### config.mk
export PLATFORM = sky130hd
export DESIGN_NAME = disparity_row_scheduler_flat
export DESIGN_NICKNAME = d
export VERILOG_FILES = /design/src/rtl/disparity_row_if.sv /design/src/rtl/disparity_row_scheduler.sv /design/src/flat_wrapper.sv
export SDC_FILE = /design/constraint.sdc
export NUM_CORES = 1
export LEC_CHECK = 0
export ABC_AREA = 1
export BUFFER_PORTS_ARGS = -buffer_cell sky130_fd_sc_hd__buf_2
export CAP_MARGIN = 20
export CORE_UTILIZATION = 59
export DETAILED_ROUTE_END_ITERATION = 7
export PLACE_DENSITY_LB_ADDON = 0.3
export SLEW_MARGIN = 10
export SYNTH_ARGS = -nofsm -noshare
export SYNTH_HDL_FRONTEND = slang
export SYNTH_SLANG_ARGS = --single-unit
### constraint.sdc
create_clock -name clk -period 2.9 [get_ports clk]
set_clock_uncertainty 0.1 [all_clocks]
set_input_delay 0.29 -clock clk [delete_from_list [all_inputs] [get_ports clk]]
set_output_delay 0.29 -clock clk [all_outputs]
set_load 0.01 [all_outputs]
### src/rtl/disparity_row_if.sv
// Pixel-intake and engine-control signals of the disparity row scheduler.
// Names carry the scheduler's point of view: i_ into it, o_ out of it.
interface disparity_row_if;
    logic       i_valid_l;
    logic       i_valid_r;
    logic       o_ready_l;
    logic       o_ready_r;
    logic       o_wr_en_l;
    logic       o_wr_en_r;
    logic [9:0] o_wr_addr_l;
    logic [9:0] o_wr_addr_r;
    logic       o_wr_bank;
    logic       o_eng_start;
    logic       o_eng_bank;
    logic [9:0] o_eng_row;
    logic       i_eng_done;
    logic       o_frame_done;
    logic       o_busy;

    modport slave (
        input  i_valid_l, i_valid_r, i_eng_done,
        output o_ready_l, o_ready_r, o_wr_en_l, o_wr_en_r, o_wr_addr_l, o_wr_addr_r,
               o_wr_bank, o_eng_start, o_eng_bank, o_eng_row, o_frame_done, o_busy
    );

    modport master (
        output i_valid_l, i_valid_r, i_eng_done,
        input  o_ready_l, o_ready_r, o_wr_en_l, o_wr_en_r, o_wr_addr_l, o_wr_addr_r,
               o_wr_bank, o_eng_start, o_eng_bank, o_eng_row, o_frame_done, o_busy
    );
endinterface

### src/rtl/disparity_row_scheduler.sv
// Ping-pong row buffering of a stereo pixel stream: fills one bank from both
// camera sides while the disparity engine consumes the other bank.
module disparity_row_scheduler #(
    parameter int LINE_W   = 800,
    parameter int NUM_ROWS = 600
) (
    input logic            clk,
    input logic            rst,
    disparity_row_if.slave bus
);
    localparam logic [9:0] LW       = 10'(LINE_W);
    localparam logic [9:0] LAST_ROW = 10'(NUM_ROWS - 1);

    typedef enum logic [1:0] {S_IDLE, S_START, S_WAIT} state_t;

    state_t     r_state, w_state_nxt;
    logic [9:0] r_cnt_l, r_cnt_r, r_eng_row;
    logic [1:0] r_full, w_full_nxt;
    logic       r_fill_bank, r_eng_bank, r_frame_done;
    logic       w_ready_l, w_ready_r, w_wr_en_l, w_wr_en_r;
    logic       w_row_filled, w_release, w_eng_pending, w_eng_start;

    assign w_ready_l    = (r_cnt_l < LW) && !r_full[r_fill_bank];
    assign w_ready_r    = (r_cnt_r < LW) && !r_full[r_fill_bank];
    assign w_wr_en_l    = bus.i_valid_l && w_ready_l;
    assign w_wr_en_r    = bus.i_valid_r && w_ready_r;
    assign w_row_filled = (r_cnt_l == LW) && (r_cnt_r == LW);
    assign w_release    = (r_state == S_WAIT) && bus.i_eng_done;
    // Looking at the flag being set this edge saves a cycle of start latency.
    assign w_eng_pending = r_full[r_eng_bank] || (w_row_filled && (r_fill_bank == r_eng_bank));

    always_comb begin
        w_full_nxt = r_full;
        if (w_release)    w_full_nxt[r_eng_bank]  = 1'b0;
        if (w_row_filled) w_full_nxt[r_fill_bank] = 1'b1;
    end

    always_ff @(posedge clk or posedge rst) begin
        if (rst) r_state <= S_IDLE;
        else     r_state <= w_state_nxt;
    end

    always_comb begin
        w_state_nxt = r_state;
        case (r_state)
            S_IDLE:  if (w_eng_pending) w_state_nxt = S_START;
            S_START: w_state_nxt = S_WAIT;
            S_WAIT:  if (bus.i_eng_done) w_state_nxt = S_IDLE;
            default: w_state_nxt = S_IDLE;
        endcase
    end

    always_comb begin
        w_eng_start = (r_state == S_START);
    end

    always_ff @(posedge clk or posedge rst) begin
        if (rst) begin
            r_cnt_l      <= '0;
            r_cnt_r      <= '0;
            r_full       <= '0;
            r_fill_bank  <= 1'b0;
            r_eng_bank   <= 1'b0;
            r_eng_row    <= '0;
            r_frame_done <= 1'b0;
        end else begin
            r_full       <= w_full_nxt;
            r_frame_done <= w_release && (r_eng_row == LAST_ROW);
            if (w_row_filled) begin
                r_cnt_l     <= '0;
                r_cnt_r     <= '0;
                r_fill_bank <= ~r_fill_bank;
            end else begin
                if (w_wr_en_l) r_cnt_l <= r_cnt_l + 10'd1;
                if (w_wr_en_r) r_cnt_r <= r_cnt_r + 10'd1;
            end
            if (w_release) begin
                r_eng_bank <= ~r_eng_bank;
                r_eng_row  <= (r_eng_row == LAST_ROW) ? '0 : r_eng_row + 10'd1;
            end
        end
    end

    assign bus.o_ready_l    = w_ready_l;
    assign bus.o_ready_r    = w_ready_r;
    assign bus.o_wr_en_l    = w_wr_en_l;
    assign bus.o_wr_en_r    = w_wr_en_r;
    assign bus.o_wr_addr_l  = r_cnt_l;
    assign bus.o_wr_addr_r  = r_cnt_r;
    assign bus.o_wr_bank    = r_fill_bank;
    assign bus.o_eng_start  = w_eng_start;
    assign bus.o_eng_bank   = r_eng_bank;
    assign bus.o_eng_row    = r_eng_row;
    assign bus.o_frame_done = r_frame_done;
    assign bus.o_busy       = (r_state != S_IDLE) || (|r_full) || (|r_cnt_l) || (|r_cnt_r);
endmodule

### src/flat_wrapper.sv
// flat-port wrapper written by rule: the top's interface ports become plain ports
module disparity_row_scheduler_flat 
#(
    parameter int LINE_W   = 800,
    parameter int NUM_ROWS = 600
)
  (clk, rst, bus_i_valid_l, bus_i_valid_r, bus_i_eng_done, bus_o_ready_l, bus_o_ready_r, bus_o_wr_en_l, bus_o_wr_en_r, bus_o_wr_addr_l, bus_o_wr_addr_r, bus_o_wr_bank, bus_o_eng_start, bus_o_eng_bank, bus_o_eng_row, bus_o_frame_done, bus_o_busy);
  disparity_row_if bus_i ();
  input logic clk;
  input logic rst;
  input wire logic [$bits(bus_i.i_valid_l)-1:0] bus_i_valid_l;
  input wire logic [$bits(bus_i.i_valid_r)-1:0] bus_i_valid_r;
  input wire logic [$bits(bus_i.i_eng_done)-1:0] bus_i_eng_done;
  output wire logic [$bits(bus_i.o_ready_l)-1:0] bus_o_ready_l;
  output wire logic [$bits(bus_i.o_ready_r)-1:0] bus_o_ready_r;
  output wire logic [$bits(bus_i.o_wr_en_l)-1:0] bus_o_wr_en_l;
  output wire logic [$bits(bus_i.o_wr_en_r)-1:0] bus_o_wr_en_r;
  output wire logic [$bits(bus_i.o_wr_addr_l)-1:0] bus_o_wr_addr_l;
  output wire logic [$bits(bus_i.o_wr_addr_r)-1:0] bus_o_wr_addr_r;
  output wire logic [$bits(bus_i.o_wr_bank)-1:0] bus_o_wr_bank;
  output wire logic [$bits(bus_i.o_eng_start)-1:0] bus_o_eng_start;
  output wire logic [$bits(bus_i.o_eng_bank)-1:0] bus_o_eng_bank;
  output wire logic [$bits(bus_i.o_eng_row)-1:0] bus_o_eng_row;
  output wire logic [$bits(bus_i.o_frame_done)-1:0] bus_o_frame_done;
  output wire logic [$bits(bus_i.o_busy)-1:0] bus_o_busy;
  assign bus_i.i_valid_l = bus_i_valid_l;
  assign bus_i.i_valid_r = bus_i_valid_r;
  assign bus_i.i_eng_done = bus_i_eng_done;
  assign bus_o_ready_l = bus_i.o_ready_l;
  assign bus_o_ready_r = bus_i.o_ready_r;
  assign bus_o_wr_en_l = bus_i.o_wr_en_l;
  assign bus_o_wr_en_r = bus_i.o_wr_en_r;
  assign bus_o_wr_addr_l = bus_i.o_wr_addr_l;
  assign bus_o_wr_addr_r = bus_i.o_wr_addr_r;
  assign bus_o_wr_bank = bus_i.o_wr_bank;
  assign bus_o_eng_start = bus_i.o_eng_start;
  assign bus_o_eng_bank = bus_i.o_eng_bank;
  assign bus_o_eng_row = bus_i.o_eng_row;
  assign bus_o_frame_done = bus_i.o_frame_done;
  assign bus_o_busy = bus_i.o_busy;
  disparity_row_scheduler #(.LINE_W(LINE_W), .NUM_ROWS(NUM_ROWS)) u_core (.clk(clk), .rst(rst), .bus(bus_i));
endmodule
==> metrics.md <==
| Metric | Value |
|---|---|
| Status | complete, no violations |
| Critical R2R Capture | u_core.bus.o_wr_addr_r[0] |
| PwrDens | 809.3 mW/mm2 |
| DIE AREA | 0.004132 mm2 |
| Mapped Nets | 323 |
| Cell variety after synth | 30 |
| Die width | 64.28 um |
| Max Slew Vio Count | 0 |
| Vias in the first global route | 1943 |
| Max VDD drop | 0.5615 mV |
| GP Congestion | 0.9948 |
| Share of layout cells above drive strength 1 | 21.21% |
| Area of the mapped netlist | 0.002288 mm2 |
| Initial Util | 62.04% |
| Average size of a mapped cell | 7.311 um2 |
| Depth of the worst register-to-register path | 9 |
| Tot GR Track Use | 27.23% |
| Commonest cells after routing, fill and taps aside | 86 x nand2_1, 43 x buf_2, 41 x inv_1 |
| Largest net degree at the start of global routing | 38 |
| Min-delay src | bus_i_eng_done |
| Rows | 22 |
| Die Y | 64.28 um |
| Relative slew margins | 69.09% |
| Hold Path End | u_core.r_state[1] |
| Clk Latency, worst-skew pair | 290 ps |
| DRC Markers | 0 |
| Top cells by area, synth | dfrtp_1 40%, nand2_1 14%, inv_1 6.7% |
| DP Cell Count | 403 |
| Min Tclk post-route | 1979 ps |
| Routed WL per cell | 12.17 um |
| FF-to-FF setup slack | 1140 ps |
| Worst path bufs/invs | 2 |
| DRT Pass-1 Iters | 4 |
| GR Overflow Total | 0 |
| Via-per-instance ratio | 5.158 |
| Port Buf Inserts | 43 |
| Reg clk slew, reported paths | 70 ps |
| Critical path's top delay family | flip-flops |
| Total number of vias | 2120 |
| Hold Fails Final Rpt | 0 |
| Final #Nets | 373 |
| Hold/Removal Path Class | in2reg |
| Crit path largest cell delay | 450 ps |
| Final WL | 5002 um |
| Total CTS buffers | 5 |
| Layout fillers | 311 |
| Crit-path max FO | 6 |
| First-pass GRT wire length | 8666 um |
| ANT nets after route | 0 |
| DP Wirelength | 3710 um |
| CP arrival | 1590 ps |
| Root buffer cell | clkbuf_8 |
| Crit. Startpoint | u_core.bus.o_wr_addr_l[7] |
| ANT cells | 0 |
| Synth area leader | dfrtp_1 |
| Post-Layout Cell Count | 411 |
| Antenna violations before repair | 0 |
| Top cell type's share of synthesized area | 40.46% |
| DRT iter0 DRCs | 127 |
| Post-CTS Setup Repair Bufs | 0 |
| Max-capacitance violation count | 0 |
| Crit start category | flop |
| Yosys warnings | 0 |
| Worst setup EP type | output port |
| Crit Reg-Reg Startpoint | u_core.bus.o_wr_addr_r[0] |
| Setup CP Type | reg2out |
| Leak | 1.455 nW |
| Unrepaired setup endpoints after global routing | no |
| Slowest-stage cell, CP | dfrtp_1 |
| Core box area | 0.003689 mm2 |
| Worst hold path stage count | 2 |
| I/O Pins | 44 |
| Fmax | 505.3 MHz |
| FF+latch count, synth | 37 |
| CTS tree | done |
| Final setup violation count | 0 |
| Worst Tran Pin Value | 463.6 ps |
| Seq/Total Area, Yosys | 40.46% |
| Max clock buf depth | 2 |
| H-tree lvl count | 2 |
| Clock sink count | 37 |
| Synth Instances | 313 |
| Commonest non-fill, non-tap cell in the layout | nand2_1 |
| Crit-path cells | nor2_1 -> nand2_2 -> a21oi_4 -> nand2_4 -> clkinv_4 -> buf_2 |
| Area Growth Syn to Fin | 16.18% |
| Final period util | 68.24% |
| WP data required | 2510 ps |
| Total negative slack | 0 ps |
## worst max path at each step
stage / end / depth (start not counted)
floorplan: u_core.bus.o_wr_addr_r[0] / 9
global placement: u_core.bus.o_wr_addr_l[0] / 9
detailed placement: u_core.bus.o_wr_addr_r[0] / 9
CTS: bus_o_wr_en_l / 6
global route: bus_o_wr_en_l / 6
finish: bus_o_wr_en_l / 6
## layer usage
| layer | wire [um] | up-vias | part of all wire, % | global-route usage (%) |
|---|---|---|---|---|
| met1 | 2355 | 985 | 47 | 36.21 |
| met4 | 99 | 0 | 2.0 | 11.39 |
| met5 | 0 | - | 0 | 0 |
| met2 | 2331 | 45 | 47 | 43.16 |
| li1 | - | 1081 | - | - |
| met3 | 216 | 9 | 4.3 | 5.357 |
## what timing repair did
item                                    4_1_cts  5_1_grt
resized for setup                             0        0
hold buffers                                  1        0
endpoints found under the setup margin        0        0
endpoints found under the hold margin        10        0
## synth_stat cells
library cell	count
nand2_1	86
inv_1	41
nor2_1	39
dfrtp_1	37
nand3_1	29
nor3_1	12
xor2_1	11
nand4_1	10
inv_2	7
ha_1	5
nand2_2	5
o21ai_0	5
nor2_2	4
a21oi_1	2
nand2_4	2
nand3_2	2
nor4_1	2
xnor2_1	2
a21boi_2	1
a21oi_4	1
and3_1	1
buf_2	1
buf_4	1
clkinv_4	1
mux2i_1	1
nand3_4	1
nor2_4	1
o21ai_1	1
o21ai_4	1
o21bai_1	1
## cell families (layout without fill, tap and decap cells)
| family | count (synthesis) | in the layout | share of synthesized area, % |
|---|---|---|---|
| DFF | 37 | 37 | 40.46 |
| and+or+nand+nor | 194 | 194 | 38.60 |
| xor gates and xnor gates | 13 | 13 | 4.975 |
| AOI/OAI and AO/OA | 12 | 12 | 3.991 |
| buffers and inverters | 51 | 101 | 8.803 |
| muxes | 1 | 1 | 0.4374 |
| adders and majority gates | 5 | 5 | 2.734 |
## flip-flops by register name, summed over array words and instances (netlist names)
signal / flops
u_core.bus.o_wr_bank: 1
u_core.bus.o_wr_addr_r: 10
u_core.bus.o_eng_row: 10
u_core.bus.o_frame_done: 1
u_core.bus.o_eng_bank: 1
u_core.bus.o_wr_addr_l: 10
u_core.r_state: 2
u_core.r_full: 2
## metrics by stage
step	area [um2]	hold slack (ps)	util, %	setup slack (ps)	power (mW)
global placement	2559	314.8	69.37	1216	1.755
finish	2659	98.75	72.08	921.0	2.152
floorplan	2288	286.0	-	1329	1.481
global route	2659	104.7	72.08	804.1	2.332
detailed placement	2559	323.0	69.37	1159	1.780
CTS	2659	93.35	72.08	898.1	2.165
## area by class of cell
type,instances,area (um2),area share (%)
timing repair buffer,45,232.7,8.753
clock inverter,1,7.507,0.2824
tap,48,60.06,2.259
multi-input combinational,225,1161,43.67
clock buffer,6,82.58,3.106
sequential,37,925.9,34.82
inverter,49,188.9,7.106
## power by group
part           switching (mW)  internal (mW)  total [mW]
sequential              0.224          0.666       0.890
combinational           0.555          0.337       0.892
clock                   0.182          0.188       0.370
total                   0.961           1.19        2.15
Power figures use the tool's default switching activity.
